**src/rtl/fetch_stage_unit_pkg.sv**
```systemverilog
// -----------------------------------------------------------------------------
// HighLevelControl: types and constants shared by the fetch stage and by the
// downstream register-read / commit flush logic.
//   fetchState : state of the instruction-memory request tracker.
//   NOP_INSTR  : encoding of a pipeline bubble (addi x0,x0,0).
// -----------------------------------------------------------------------------
package HighLevelControl;

  typedef enum logic [1:0] {
    Fetch_IDLE    = 2'd0,  // no request outstanding
    Fetch_WAIT    = 2'd1,  // one request outstanding, response wanted
    Fetch_DISCARD = 2'd2   // one request outstanding, response is stale
  } fetchState;

  localparam logic [31:0] NOP_INSTR = 32'h0000_0013;

endpackage

```
**src/rtl/fetch_stage_unit_fifo.sv**
```systemverilog
// -----------------------------------------------------------------------------
// fetch_buffer_fifo: 2-entry synchronous FIFO holding fetched {instr, pc}.
//   clk, reset   : clock, synchronous active-high reset (empties the FIFO).
//   i_flush      : empty the FIFO; same-cycle enqueue is dropped.
//   i_enq        : push i_enq_data this cycle.
//   i_deq        : pop the head this cycle.
//   o_occ        : number of stored entries (0..2).
//   o_head       : head entry; when empty, the incoming i_enq_data (bypass).
// A dequeue while empty and enqueueing consumes the incoming word directly
// (bypass) so it is never stored.
// -----------------------------------------------------------------------------
module fetch_buffer_fifo #(
  parameter int W = 64
) (
  input  logic         clk,
  input  logic         reset,
  input  logic         i_flush,
  input  logic         i_enq,
  input  logic [W-1:0] i_enq_data,
  input  logic         i_deq,
  output logic [1:0]   o_occ,
  output logic [W-1:0] o_head
);

  logic [W-1:0] r_mem [2];
  logic         r_rd_ptr;
  logic         r_wr_ptr;
  logic [1:0]   r_occ;

  logic         w_bypass;
  logic         w_write;
  logic         w_read;

  assign w_bypass = (r_occ == 2'd0) & i_enq & i_deq;
  assign w_write  = i_enq & ~w_bypass;
  assign w_read   = i_deq & (r_occ != 2'd0);

  assign o_occ  = r_occ;
  assign o_head = (r_occ == 2'd0) ? i_enq_data : r_mem[r_rd_ptr];

  always_ff @(posedge clk) begin
    if (reset || i_flush) begin
      r_rd_ptr <= 1'b0;
      r_wr_ptr <= 1'b0;
      r_occ    <= 2'd0;
    end else begin
      if (w_write) r_wr_ptr <= ~r_wr_ptr;
      if (w_read)  r_rd_ptr <= ~r_rd_ptr;
      r_occ <= r_occ + {1'b0, w_write} - {1'b0, w_read};
    end
  end

  // Storage needs no reset: occupancy decides what is meaningful.
  always_ff @(posedge clk) begin
    if (!reset && !i_flush && w_write) r_mem[r_wr_ptr] <= i_enq_data;
  end

  // The issuer only requests when the buffer can absorb the response.
  always_ff @(posedge clk) begin
    if (!reset && !i_flush) begin
      assert (!(w_write && !w_read && (r_occ == 2'd2)));
    end
  end

endmodule

```
**src/rtl/fetch_stage_unit.sv**
```systemverilog
// -----------------------------------------------------------------------------
// fetch_stage_unit: F stage of the pipelined core.
// Owns PC_F, issues instruction-memory requests, buffers responses in a
// 2-entry FIFO and drives the F/R instruction register.
//   clk, reset        : core clock, synchronous active-high reset.
//   StallPC, StallIR  : hazard unit: block issue / hold IR.
//   PCUpdate_C        : redirect from C; PCTarget_C is the new PC.
//   ImemReq_F/ImemAdr_F/ImemReady            : request channel.
//   ImemRspValid/ImemRspData                 : response channel.
//   Instr_R, PC_R, PCPlus4_R, InstrValid_R   : IR contents (valid=0 is bubble).
//   DbgState_F        : request tracker state (HighLevelControl::fetchState).
//
// Handshake: a request is accepted in a cycle where ImemReq_F and ImemReady are
// both high; ImemReq_F/ImemAdr_F stay meaningful only in that cycle. At most
// one request is outstanding and its response (ImemRspValid, one cycle wide)
// arrives one or more cycles after acceptance, in order.
// -----------------------------------------------------------------------------
module fetch_stage_unit
  import HighLevelControl::*;
#(
  parameter int                XLEN      = 32,
  parameter logic [XLEN-1:0]   RESET_PC  = '0,
  parameter logic [31:0]       NOP_INSTR = HighLevelControl::NOP_INSTR
) (
  input  logic            clk,
  input  logic            reset,
  input  logic            StallPC,
  input  logic            StallIR,
  input  logic            PCUpdate_C,
  input  logic [XLEN-1:0] PCTarget_C,
  output logic            ImemReq_F,
  output logic [XLEN-1:0] ImemAdr_F,
  input  logic            ImemReady,
  input  logic            ImemRspValid,
  input  logic [31:0]     ImemRspData,
  output logic [31:0]     Instr_R,
  output logic [XLEN-1:0] PC_R,
  output logic [XLEN-1:0] PCPlus4_R,
  output logic            InstrValid_R,
  output logic [1:0]      DbgState_F
);

  fetchState         r_state;
  fetchState         w_state_next;
  logic [XLEN-1:0]   r_pc_f;
  logic [XLEN-1:0]   r_req_pc;     // address of the outstanding request
  logic [31:0]       r_instr_r;
  logic [XLEN-1:0]   r_pc_r;
  logic [XLEN-1:0]   r_pcplus4_r;
  logic              r_valid_r;

  logic              w_rsp_live;
  logic              w_enq;
  logic              w_deq;
  logic              w_req;
  logic              w_accept;
  logic [1:0]        w_occ;
  logic [1:0]        w_occ_next;
  logic [XLEN+31:0]  w_head;       // {instr, pc}

  // Only a response to a wanted request counts; IDLE/DISCARD responses die here.
  assign w_rsp_live = ImemRspValid & (r_state == Fetch_WAIT);
  assign w_enq      = w_rsp_live & ~PCUpdate_C;
  assign w_deq      = ~PCUpdate_C & ~StallIR & ((w_occ != 2'd0) | w_enq);
  assign w_occ_next = w_occ + {1'b0, w_enq} - {1'b0, w_deq};

  // Issue may ride on the same-cycle response (back-to-back with 1-cycle
  // memory), hence the combinational ImemRspValid -> ImemReq_F path.
  assign w_req    = ~reset & ~StallPC & ~PCUpdate_C
                  & ((r_state == Fetch_IDLE) | w_rsp_live)
                  & (w_occ_next <= 2'd1);
  assign w_accept = w_req & ImemReady;

  assign ImemReq_F    = w_req;
  assign ImemAdr_F    = r_pc_f;
  assign Instr_R      = r_instr_r;
  assign PC_R         = r_pc_r;
  assign PCPlus4_R    = r_pcplus4_r;
  assign InstrValid_R = r_valid_r;
  assign DbgState_F   = r_state;

  fetch_buffer_fifo #(.W(XLEN + 32)) u_fifo (
    .clk        (clk),
    .reset      (reset),
    .i_flush    (PCUpdate_C),
    .i_enq      (w_enq),
    .i_enq_data ({ImemRspData, r_req_pc}),
    .i_deq      (w_deq),
    .o_occ      (w_occ),
    .o_head     (w_head)
  );

  always_comb begin
    w_state_next = r_state;
    case (r_state)
      Fetch_IDLE: begin
        if (w_accept) w_state_next = Fetch_WAIT;
      end
      Fetch_WAIT: begin
        // A redirect together with the response leaves nothing in flight.
        if (ImemRspValid)    w_state_next = w_accept ? Fetch_WAIT : Fetch_IDLE;
        else if (PCUpdate_C) w_state_next = Fetch_DISCARD;
      end
      Fetch_DISCARD: begin
        if (ImemRspValid) w_state_next = Fetch_IDLE;
      end
      default: w_state_next = Fetch_IDLE;
    endcase
  end

  always_ff @(posedge clk) begin
    if (reset) begin
      r_state     <= Fetch_IDLE;
      r_pc_f      <= RESET_PC;
      r_req_pc    <= RESET_PC;
      r_instr_r   <= NOP_INSTR;
      r_pc_r      <= '0;
      r_pcplus4_r <= XLEN'(4);
      r_valid_r   <= 1'b0;
    end else begin
      r_state <= w_state_next;

      if (PCUpdate_C)    r_pc_f <= PCTarget_C;
      else if (w_accept) r_pc_f <= r_pc_f + XLEN'(4);

      if (w_accept) r_req_pc <= r_pc_f;

      // IR: redirect > StallIR > dequeue > bubble. Bubbles keep PC_R/PCPlus4_R.
      if (PCUpdate_C) begin
        r_instr_r <= NOP_INSTR;
        r_valid_r <= 1'b0;
      end else if (!StallIR) begin
        if (w_deq) begin
          r_instr_r   <= w_head[XLEN+31:XLEN];
          r_pc_r      <= w_head[XLEN-1:0];
          r_pcplus4_r <= w_head[XLEN-1:0] + XLEN'(4);
          r_valid_r   <= 1'b1;
        end else begin
          r_instr_r <= NOP_INSTR;
          r_valid_r <= 1'b0;
        end
      end
    end
  end

endmodule

```
**config.mk**
```make
export PLATFORM = sky130hd
export DESIGN_NAME = fetch_stage_unit
export DESIGN_NICKNAME = d
export VERILOG_FILES = /design/src/rtl/fetch_stage_unit_pkg.sv /design/src/rtl/fetch_stage_unit_fifo.sv /design/src/rtl/fetch_stage_unit.sv
export SDC_FILE = /design/constraint.sdc
export NUM_CORES = 1
export LEC_CHECK = 0
export ABC_AREA = 1
export BUFFER_PORTS_ARGS = -buffer_cell sky130_fd_sc_hd__buf_4
export CELL_PAD_IN_SITES_DETAIL_PLACEMENT = 2
export CELL_PAD_IN_SITES_GLOBAL_PLACEMENT = 2
export CORE_AREA = 2 2 196 198
export CTS_BUF_LIST = sky130_fd_sc_hd__clkbuf_4 sky130_fd_sc_hd__clkbuf_8 sky130_fd_sc_hd__clkbuf_16
export DETAILED_ROUTE_END_ITERATION = 6
export DIE_AREA = 0 0 198 200
export PLACE_DENSITY_LB_ADDON = 0.15
export RECOVER_POWER = 25
export REMOVE_ABC_BUFFERS = 1
export SYNTH_ARGS = -nofsm -noshare
export SYNTH_HDL_FRONTEND = slang
export SYNTH_HIERARCHICAL = 1
export SYNTH_SLANG_ARGS = --single-unit
```
**constraint.sdc**
```tcl
create_clock -name clk -period 6.7 [get_ports clk]
set_input_delay 0.335 -clock clk [delete_from_list [all_inputs] [get_ports clk]]
set_output_delay 0.335 -clock clk [all_outputs]
set_load 0.02 [all_outputs]
```
# --- Word-level counts from Yosys, hierarchy flattened ---
# Memories as Yosys holds them, arrays and structs flattened. A register that Yosys moved wholly into a read port is not among the register bits.
# Index checks and enable logic that the tools add are counted.
word_totals:
  reg_bits: 167
  ram_bits: 128
  input_bits: 71
  out_inout_bits: 132
  mem_count: 1
classes:
  n_addsub: 6
  order_cmp: 1
  n_eq_ne: 5
  muxes: 15
  bitwise: 22
  reduce_logical: 12
mem_list:
  columns: ["memory", "words", "width", "read_ports", "rd_clocked_by_memory_dff", "wr", "line", "text"]
  rows:
  - ["u_fifo.r_mem", 2, 64, 1, 1, 1, "fetch_stage_unit_fifo.sv:25", "logic [W-1:0] r_mem [2];"]
op_table:
  columns: ["cell", "count"]
  rows:
  - ["$mux 32", 3]
  - ["$add 32x3->32 const B", 2]
  - ["$mux 64", 1]
  - ["$and 1x1->1", 13]
  - ["$mux 2", 4]
  - ["$not 1->1", 7]
  - ["$mux 1", 6]
  - ["$pmux 2 s3", 1]
  - ["$reduce_and 3->1", 2]
  - ["$add 2x1->2", 2]
  - ["$logic_not 2->1", 2]
  - ["$ne 2x2->1 const B", 2]
  - ["$reduce_bool 2->1", 2]
  - ["$sub 2x1->2", 2]
  - ["$ne 3x3->1 const B", 1]
  - ["$eq 2x1->1 const B", 1]
  - ["$eq 2x2->1 const B", 1]
  - ["$le 2x1->1 const B", 1]
  - ["$logic_and 1x1->1", 2]
  - ["$logic_not 1->1", 2]
  - ["$or 1x1->1", 2]
  - ["$reduce_or 2->1", 1]
  - ["$logic_or 1x1->1", 1]

# --- Depth between registers and ports, before layout ---
# Gate-level depths: netlist (run 1).
logic_depth:
  ltp_word: 12
  ltp_mapped: 20
  depth_no_buf: 16

# --- Cells and area by module ---
# Netlist (run 1), hierarchy kept.
modules_own_cells:
  columns: ["module", "instances", "cells_per_inst", "area_each_um2", "seq_area_each_um2"]
  rows:
  - ["fetch_stage_unit", 1, 1166, 7728.7, 3223.1]
  - ["fetch_buffer_fifo", 1, 519, 5651.7, 3943.8]

# --- Least setup slack after synthesis (run 1) ---
# No wires, ideal clock.
synth_path:
  kind: "register to register"
  start: "register r_state[1], in the netlist DbgState_F[1]"
  end: "memory u_fifo.r_mem[1][0], enable pin"
  setup_ns: 0.488
  arrival_ns: 4.148
  slack_ns: 2.064
  stages_incl_launch_ff: 12
  n_path_buf: 3
  period_less_slack_ns: 4.636
  cell_sequence: "dfxtp_1 -> inv_1 -> nand3_2 -> nand3_1 -> nand3_1 -> buf_4 -> inv_4 -> buf_4 -> buf_2 -> nand2_2 -> nand2_2 -> nor2_1"
synth_via:
  elab_chain_len: 11
  elab_cells_between_ends: 12
synth_rtl:
  columns: ["element", "line", "text"]
  rows:
  - ["start, declared", "fetch_stage_unit.sv:43", "fetchState r_state;"]
  - ["start signal, assigned", "fetch_stage_unit.sv:113", "r_state <= Fetch_IDLE;"]
  - ["start signal, assigned", "fetch_stage_unit.sv:121", "r_state <= w_state_next;"]
  - ["$eq 2x1->1", "fetch_stage_unit.sv:62", "assign w_rsp_live = ImemRspValid & (r_state == Fetch_WAIT);"]
  - ["$and 1x1->1", "fetch_stage_unit.sv:62", null]
  - ["$and 1x1->1", "fetch_stage_unit.sv:63", "assign w_enq = w_rsp_live & ~PCUpdate_C;"]
  - ["$or 1x1->1", "fetch_stage_unit.sv:64", "assign w_deq = ~PCUpdate_C & ~StallIR & ((w_occ != 2'd0) | w_enq);"]
  - ["$and 1x1->1", "fetch_stage_unit.sv:64", null]
  - ["named net w_deq", "fetch_stage_unit.sv:54", "logic w_deq;"]
  - ["$and 1x1->1", "fetch_stage_unit_fifo.sv:34", "assign w_bypass = (r_occ == 2'd0) & i_enq & i_deq;"]
  - ["$not 1->1", "fetch_stage_unit_fifo.sv:35", "assign w_write = i_enq & ~w_bypass;"]
  - ["$and 1x1->1", "fetch_stage_unit_fifo.sv:35", null]
  - ["$logic_and 1x1->1", "fetch_stage_unit_fifo.sv:55", "if (!reset && !i_flush && w_write) r_mem[r_wr_ptr] <= i_enq_data;"]
  - ["$mux 1", "fetch_stage_unit_fifo.sv:55", null]
  - ["$mux 1 (implied by the code)", "fetch_stage_unit_fifo.sv:55", null]
  - ["end, declared", "fetch_stage_unit_fifo.sv:25", null]
# The timed path passes the listed nets, and every way through them passes these cells.

# --- Final worst setup path (run 1) ---
layout_path:
  start: "input port PCUpdate_C"
  end: "register r_req_pc[14]"
layout_via:
  elab_chain_len: 8
  elab_cells_between_ends: 12
layout_rtl:
  columns: ["element", "line", "text"]
  rows:
  - ["start, declared", "fetch_stage_unit.sv:29", "input logic PCUpdate_C,"]
  - ["$not 1->1 (no source line) *", null, null]
  - ["parallel branches: the longest is 5 deep, another holds $add 2x1->2", null, null]
  - ["$and 1x1->1 *", "fetch_stage_unit.sv:71", "& (w_occ_next <= 2'd1);"]
  - ["$and 1x1->1 *", "fetch_stage_unit.sv:72", "assign w_accept = w_req & ImemReady;"]
  - ["end signal, assigned", "fetch_stage_unit.sv:126", "if (w_accept) r_req_pc <= r_pc_f;"]
  - ["end, declared", "fetch_stage_unit.sv:46", "logic [XLEN-1:0] r_req_pc;"]
# Mark *: on every way between the ends.
# A chain may end at the register's enable or synchronous reset.

==> qor.txt, run 1 <==
WP data required = 7.14 ns
fin nets = 1952
fraction of registers with async set/reset = 0
Synthesis Warnings = 6
status = finished, final reports clean
min setup slack post-route = 2.90 ns
Hold Fails Final Rpt = 0
initial antenna violation count = 0
DRC Markers = 0
Post-DP HPWL = 31300 um
DP Area = 15200 um^2
Max H-tree Level = 2
Setup Viol. Count Final = 0
placed insts = 2322
drt pass-1 iters = 4
first-pass GRT wire length = 75200 um
gr ovfl total = 0
CTS tree = built
Peak Freq = 0.263 GHz
standard-cell rows = 71
Vias/cell = 5.05
Hold WC Path Type = in -> reg
Slew @ Worst Pin = 1.12 ns
CTS Buffer Depth = 3
Worst setup EP type = flip-flop
number of global-route vias before repair = 13500
Layout area overhead = 23.4%
Slew headroom = 0.253
top-area cell type share of the netlist area = 0.287
die width = 198 um
fin crit share = 0.567
GPL Wtd Cong = 0.789
commonest non-fill, non-tap cell in the layout = nand2_1
Initial Util = 0.358
Die Ht = 200 um
reg-to-reg slack, setup = 3.04 ns
top cell type by total area after synthesis = edfxtp_1
Syn Area/Cell = 7.94 um^2
number of routed nets with antenna violations = 0
die area = 39600 um^2
root buffer cell = clkbuf_16
multi-input logic area = 5170 um^2
Lkg Pwr = 6.41 nW
DR WL/cell = 19.7 um
largest net degree at the start of global routing = 99
Post-synth EDFFs = 128
Yosys cell types = 33
register area share after synthesis = 0.536
area occupied by registers = 7170 um^2
Syn Std Cell Area = 13400 um^2
DP Worst Slack = 2.34 ns
Crit Path Max Fanout = 50
ranking of synthesized cells by area = edfxtp_1, dfxtp_1, nand2_1
Non-Filler Instances = 2414
Routed WL = 47500 um
PD cells = 249 nW/um^2
Final Critical Period = 3.80 ns
Hold WS = 0.0570 ns
Worst Skew = 0.0215 ns
final instance area = 16500 um^2
Slew Limit Fails = 0
CP arrival = 4.24 ns
FF+latch count, synth = 294
IO Port Bufs = 202
via count = 12200
Post-CTS Resized = 0
Main synth FF type = dfxtp_1
Diodes inserted = 0
core area = 37400 um^2
Worst setup SP type = primary input
unrepaired setup endpoints after global routing = no
insertion delay to the later sink of the worst-skew pair = 0.53 ns
critical path class = in -> reg
maxcap violations = 0
total track usage = 0.243
fillcell total = 4208
setup TNS = 0 ns
most frequent cells in the layout = nand2_1, buf_4, dfxtp_1
Clock transition at path regs = 0.06 ns
IR drop worst, VDD = 117 uV
Mapped Cells = 1685
clock sinks = 294
DRT iter0 DRCs = 558
share of layout cells above drive strength 1 = 0.134
Ports = 203
CTS Buf Count = 35
per-stage QoR:
stage	power, mW	util
3_5_place_dp	2.14	0.406
2_1_floorplan	2.02	-
6_report	4.11	0.441
5_1_grt	4.24	0.441
4_1_cts	4.16	0.446
3_3_place_gp	2.13	0.406
repair_timing:
item / in CTS / in global routing
hold buffers: 28 / 0
endpoints found under the hold margin: 56 / 0
setup buffers: 0 / 0
cells in the mapped netlist (4+ instances only):
master,instances
buf_2,28
dfxtp_1,166
nand3_1,79
buf_4,11
a21oi_1,110
xor2_1,20
edfxtp_1,128
nor2_2,4
ha_1,5
inv_1,152
nand4_1,11
clkbuf_2,6
nor2_1,138
nand3b_1,13
nor3_1,9
buf_6,8
a211oi_1,16
clkbuf_1,33
o21ai_1,12
nand2_1,547
o21ai_0,164
critical path, cell delays in order:
cell and delay [ns]:
buf_4 0.38, inv_2 0.46, nand3_2 0.20, buf_4 0.41, inv_4 0.25, ha_1 0.35
inv_1 0.10, nand4_1 0.13, nand2_1 0.13, nand3_2 0.10, nor2_4 0.84, o21ai_0 0.25
a21oi_1 0.25
per-layer routing:
metal  up-vias  part of all wire  GRT usage
li1       5853                 -          -
met1      6084              0.44      0.299
met2       203              0.51      0.448
met3        55             0.038     0.0370
met4         0             0.018     0.0537
met5         -                 0          0
power by group:
part,leakage (nW),switching (mW),internal [mW]
clock network,0.599,0.793,1.21
logic,3.37,0.123,0.0759
registers,2.44,0.0290,1.88
cell type report:
| class | instances | area share |
|---|---|---|
| repair buffers | 243 | 0.105 |
| clock buffers | 52 | 0.0637 |
| clock inverters | 12 | 0.00925 |
| multi-input cells | 1148 | 0.313 |
| well taps | 511 | 0.0387 |
| flip-flops and latches | 294 | 0.434 |
| inverters | 154 | 0.0352 |
registers in the layout, indices dropped and copies added (netlist names), named ones only:
name             flops
DbgState_F           2
ImemAdr_F           32
InstrValid_R         1
Instr_R             32
PCPlus4_R           30
PC_R                32
r_req_pc            32
u_fifo/o_occ         2
u_fifo/r_mem       128
u_fifo/r_rd_ptr      1
u_fifo/r_wr_ptr      1
kinds of logic after synthesis:
kind of cell,after synthesis,share of synthesized area
adder cells (fa/ha/maj),5,0.00468
buffers and inverters,243,0.0791
XOR/XNOR,23,0.0151
flip-flops,294,0.536
AO/OA/AOI/OAI,310,0.120
AND/OR/NAND/NOR,810,0.245
final timing paths:
path | depth (start not counted) | from | to
worst min-delay path | 3 | PCTarget_C[1] | ImemAdr_F[1]$_SDFFE_PP0P_
worst max-delay path | 13 | PCUpdate_C | r_req_pc[14]$_SDFFE_PP0P_
worst min register to register | 2 | Instr_R[3]$_SDFFE_PP0N_ | Instr_R[3]$_SDFFE_PP0N_
worst max register to register | 14 | DbgState_F[1]$_SDFFE_PP0P_ | r_req_pc[14]$_SDFFE_PP0P_
No activity file was read; power rests on OpenSTA's default activity.
==> run 2, diff against run 1 <==
Settings changed: ABC_AREA 1 to 0, CORE_AREA 2 2 196 198 to 2 2 190 192, DIE_AREA 0 0 198 200 to 0 0 192 194.
Clock period 6.7 ns to 3.84 ns, I/O delays scaled along.
==> run 2 against run 1 <==
Effect of this change: the run now ends with max-capacitance violations, max-slew violations left; sequential power increased by 74%; first-iteration DRC count down 28%; final cell count fell by 20%; flip-flop and latch count stayed put; non-clock buffer count increased by 30; area after synthesis is 6.4% lower; via count fell by 16%; clock-buffer cell count decreased by 5; largest power group unchanged.
==> qor.txt, run 2 <==
Die Ht = 194 um (was 200 um)
Mapped Cells = 1213 (was 1685)
Syn Std Cell Area = 12500 um^2 (was 13400 um^2)
fillcell total = 3717 (was 4208)
initial antenna violation count = 0 (unchanged)
register area share after synthesis = 0.572 (was 0.536)
Non-Filler Instances = 1920 (was 2414)
number of global-route vias before repair = 11100 (was 13500)
GPL Wtd Cong = 0.750 (was 0.789)
IO Port Bufs = 202 (unchanged)
clock sinks = 294 (unchanged)
Hold Fails Final Rpt = 0 (unchanged)
Slew Limit Fails = 33 (was 0)
Diodes inserted = 0 (unchanged)
Vias/cell = 5.32 (was 5.05)
die width = 192 um (was 198 um)
Max H-tree Level = 2 (unchanged)
die area = 37200 um^2 (was 39600 um^2)
CTS Buf Count = 35 (unchanged)
Slew @ Worst Pin = 1.65 ns (was 1.12 ns)
most used cell, CP = buf_4
CP max stage delay = 0.51 ns (was 0.84 ns)
ranking of synthesized cells by area = edfxtp_1, dfxtp_1, mux2i_1 (was edfxtp_1, dfxtp_1, nand2_1)
Yosys cell types = 64 (was 33)
failing checks = max-capacitance violations, max-slew violations
gr ovfl total = 0 (unchanged)
Hold WC Path Type = in -> reg (unchanged)
Setup Viol. Count Final = 0 (unchanged)
Power Total = 7.08 mW (was 4.11 mW)
slowest CP cell = or2_4 (was nor2_4)
Syn Area/Cell = 10.3 um^2 (was 7.94 um^2)
DRC Markers = 0 (unchanged)
status = complete, but fails checks (was finished, final reports clean)
Crit Path Max Fanout = 41 (was 50)
insertion delay to the later sink of the worst-skew pair = 0.51 ns (was 0.53 ns)
DR WL/cell = 21.4 um (was 19.7 um)
Clock transition at path regs = 0.06 ns (about the same)
core area = 35200 um^2 (was 37400 um^2)
Peak Freq = 0.306 GHz
post-CTS setup buffer count = 0 (unchanged)
CTS Hold Buffers Added = 49 (was 28)
total track usage = 0.220 (was 0.243)
Synthesis Warnings = 6 (unchanged)
Worst Skew = 0.0177 ns (was 0.0215 ns)
CTS Buffer Depth = 3 (unchanged)
Routed WL = 41100 um (was 47500 um)
Final Critical Period = 3.27 ns
FF+latch count, synth = 294 (unchanged)
fin nets = 1510 (was 1952)
Ports = 203 (unchanged)
standard-cell rows = 69 (was 71)
share of layout cells above drive strength 1 = 0.198 (was 0.134)
setup TNS = 0 ns (unchanged)
critical path, cell by cell = or2_4 > buf_4 > buf_4 > o21ai_2 > nor4b_2 > buf_4 (was buf_4 > inv_2 > nand3_2 > buf_4 > inv_4 > ha_1 > inv_1 > nand4_1 > nand2_1 > nand3_2 > nor2_4 > o21ai_0 > a21oi_1)
IR drop worst, VDD = 225 uV (was 117 uV)
fraction of registers with async set/reset = 0 (unchanged)
reg-to-reg slack, setup = 0.57 ns (was 3.04 ns)
largest net degree at the start of global routing = 76 (was 99)
Worst setup SP type = flip-flop (was primary input)
critical path class = reg -> reg (was in -> reg)
placed insts = 1809 (was 2322)
Post-CTS Resized = 0 (unchanged)
Initial Util = 0.356 (was 0.358)
top-count cell post-synth = nand2_1 (unchanged)
PD cells = 446 nW/um^2 (was 249 nW/um^2)
WP data required = 4.03 ns (was 7.14 ns)
Post-synth EDFFs = 128 (unchanged)
maxcap violations = 1 (was 0)
Layout area overhead = 26.6% (was 23.4%)
top-area cell type share of the netlist area = 0.307 (was 0.287)
first-pass GRT wire length = 64200 um (was 75200 um)
max FFs per register = 128 (unchanged)
Slew headroom = -0.102 (was 0.253)
Top reg by flops = u_fifo/r_mem (unchanged)
root buffer cell = clkbuf_16 (unchanged)
CP arrival = 3.46 ns (was 4.24 ns)
Post-DP HPWL = 26900 um (was 31300 um)
Worst setup EP type = flip-flop (unchanged)
Main synth FF type = dfxtp_1 (unchanged)
drt pass-1 iters = 5 (was 4)
top cell type by total area after synthesis = edfxtp_1 (unchanged)
CTS tree = built (unchanged)
Post-synth top cells = nand2_1, dfxtp_1, a21oi_1 (was nand2_1, dfxtp_1, o21ai_0)
Lkg Pwr = 5.40 nW (was 6.41 nW)
unrepaired setup endpoints after global routing = no (unchanged)
number of routed nets with antenna violations = 0 (unchanged)
via count = 10200 (was 12200)
most frequent cells in the layout = nand2_1, buf_4, dfxtp_1 (unchanged)
fin crit share = 0.852
DRT iter0 DRCs = 403 (was 558)
## run 2: cell count changes after synthesis, moves of 13 or more
cell / delta
inv_1: -135
mux2i_1: +79
a21oi_1: +31
buf_2: -18
nand2_1: -367
nand3b_1: -13
nor2_1: -20
o21ai_0: -145
a22oi_1: +32
nand3_1: -55
clkbuf_1: +15
## run 2: area by class of cell
cell class / instances / area [um^2] / share of cell area
Inverter: 17 / 66.3 / 0.00418
Timing Repair Buffer: 273 / 2040 / 0.129
Clock inverter: 15 / 154 / 0.00970
Tap cell: 461 / 577 / 0.0364
Clock buffer: 47 / 1030 / 0.0651
Multi-Input combinational cell: 813 / 4820 / 0.304
Sequential cell: 294 / 7170 / 0.452
## run 2: cell families (layout without fill, tap and decap cells)
logic type | count (synthesis) | after routing | share of synthesized area
simple gates | 415 | 415 | 0.152
flops | 294 | 294 | 0.572
compound gates | 278 | 278 | 0.137
buf+inv | 106 | 352 | 0.0455
mux | 82 | 82 | 0.0658
xor+xnor | 33 | 33 | 0.0231
fa+ha+maj | 5 | 5 | 0.00499
## run 2: stage by stage
step / utilization / cell area (um^2) / hold WS (ns) / setup WS [ns]
after global placement: 0.407 / 14300 / 0.390 / 0.755
final: 0.450 / 15900 / 0.0126 / 0.567
after global routing: 0.450 / 15900 / 0.0279 / 0.343
after CTS: 0.455 / 16000 / 0.0139 / 0.554
after detailed placement: 0.407 / 14300 / 0.390 / 0.590
after floorplan: - / 12000 / 0.261 / -6.57
## run 2: power by group
part | total (mW) | internal [mW] | switching, mW
clock network | 3.41 | 2.09 | 1.32
registers | 3.33 | 3.28 | 0.0507
logic | 0.350 | 0.147 | 0.203
total | 7.08 | 5.51 | 1.57
## run 2: worst max-delay path: cells and delay by family (launching register included)
| kind | cells | cell delay [ns] |
|---|---|---|
| buf+inv | 3 | 1.30 |
| simple gates | 2 | 0.99 |
| flops | 1 | 0.43 |
| compound gates | 1 | 0.20 |
## run 2: layer usage
metal / share of wire / global-route usage
met1: 0.44 / 0.278
met2: 0.50 / 0.393
met3: 0.031 / 0.0288
met4: 0.021 / 0.0585
met5: 0 / 0
## run 2: path summary, 6_finish.rpt
check / start / end / depth (start not counted)
worst max register to register: u_fifo/o_occ[1]$_SDFF_PP0_ / u_fifo/r_mem[1][61]$_DFFE_PP_ / 6
worst max-delay path: u_fifo/o_occ[1]$_SDFF_PP0_ / u_fifo/r_mem[1][61]$_DFFE_PP_ / 6
worst min-delay path: PCTarget_C[3] / ImemAdr_F[3]$_SDFFE_PP0P_ / 3
worst min register to register: PC_R[18]$_SDFFE_PP0P_ / PC_R[18]$_SDFFE_PP0P_ / 2
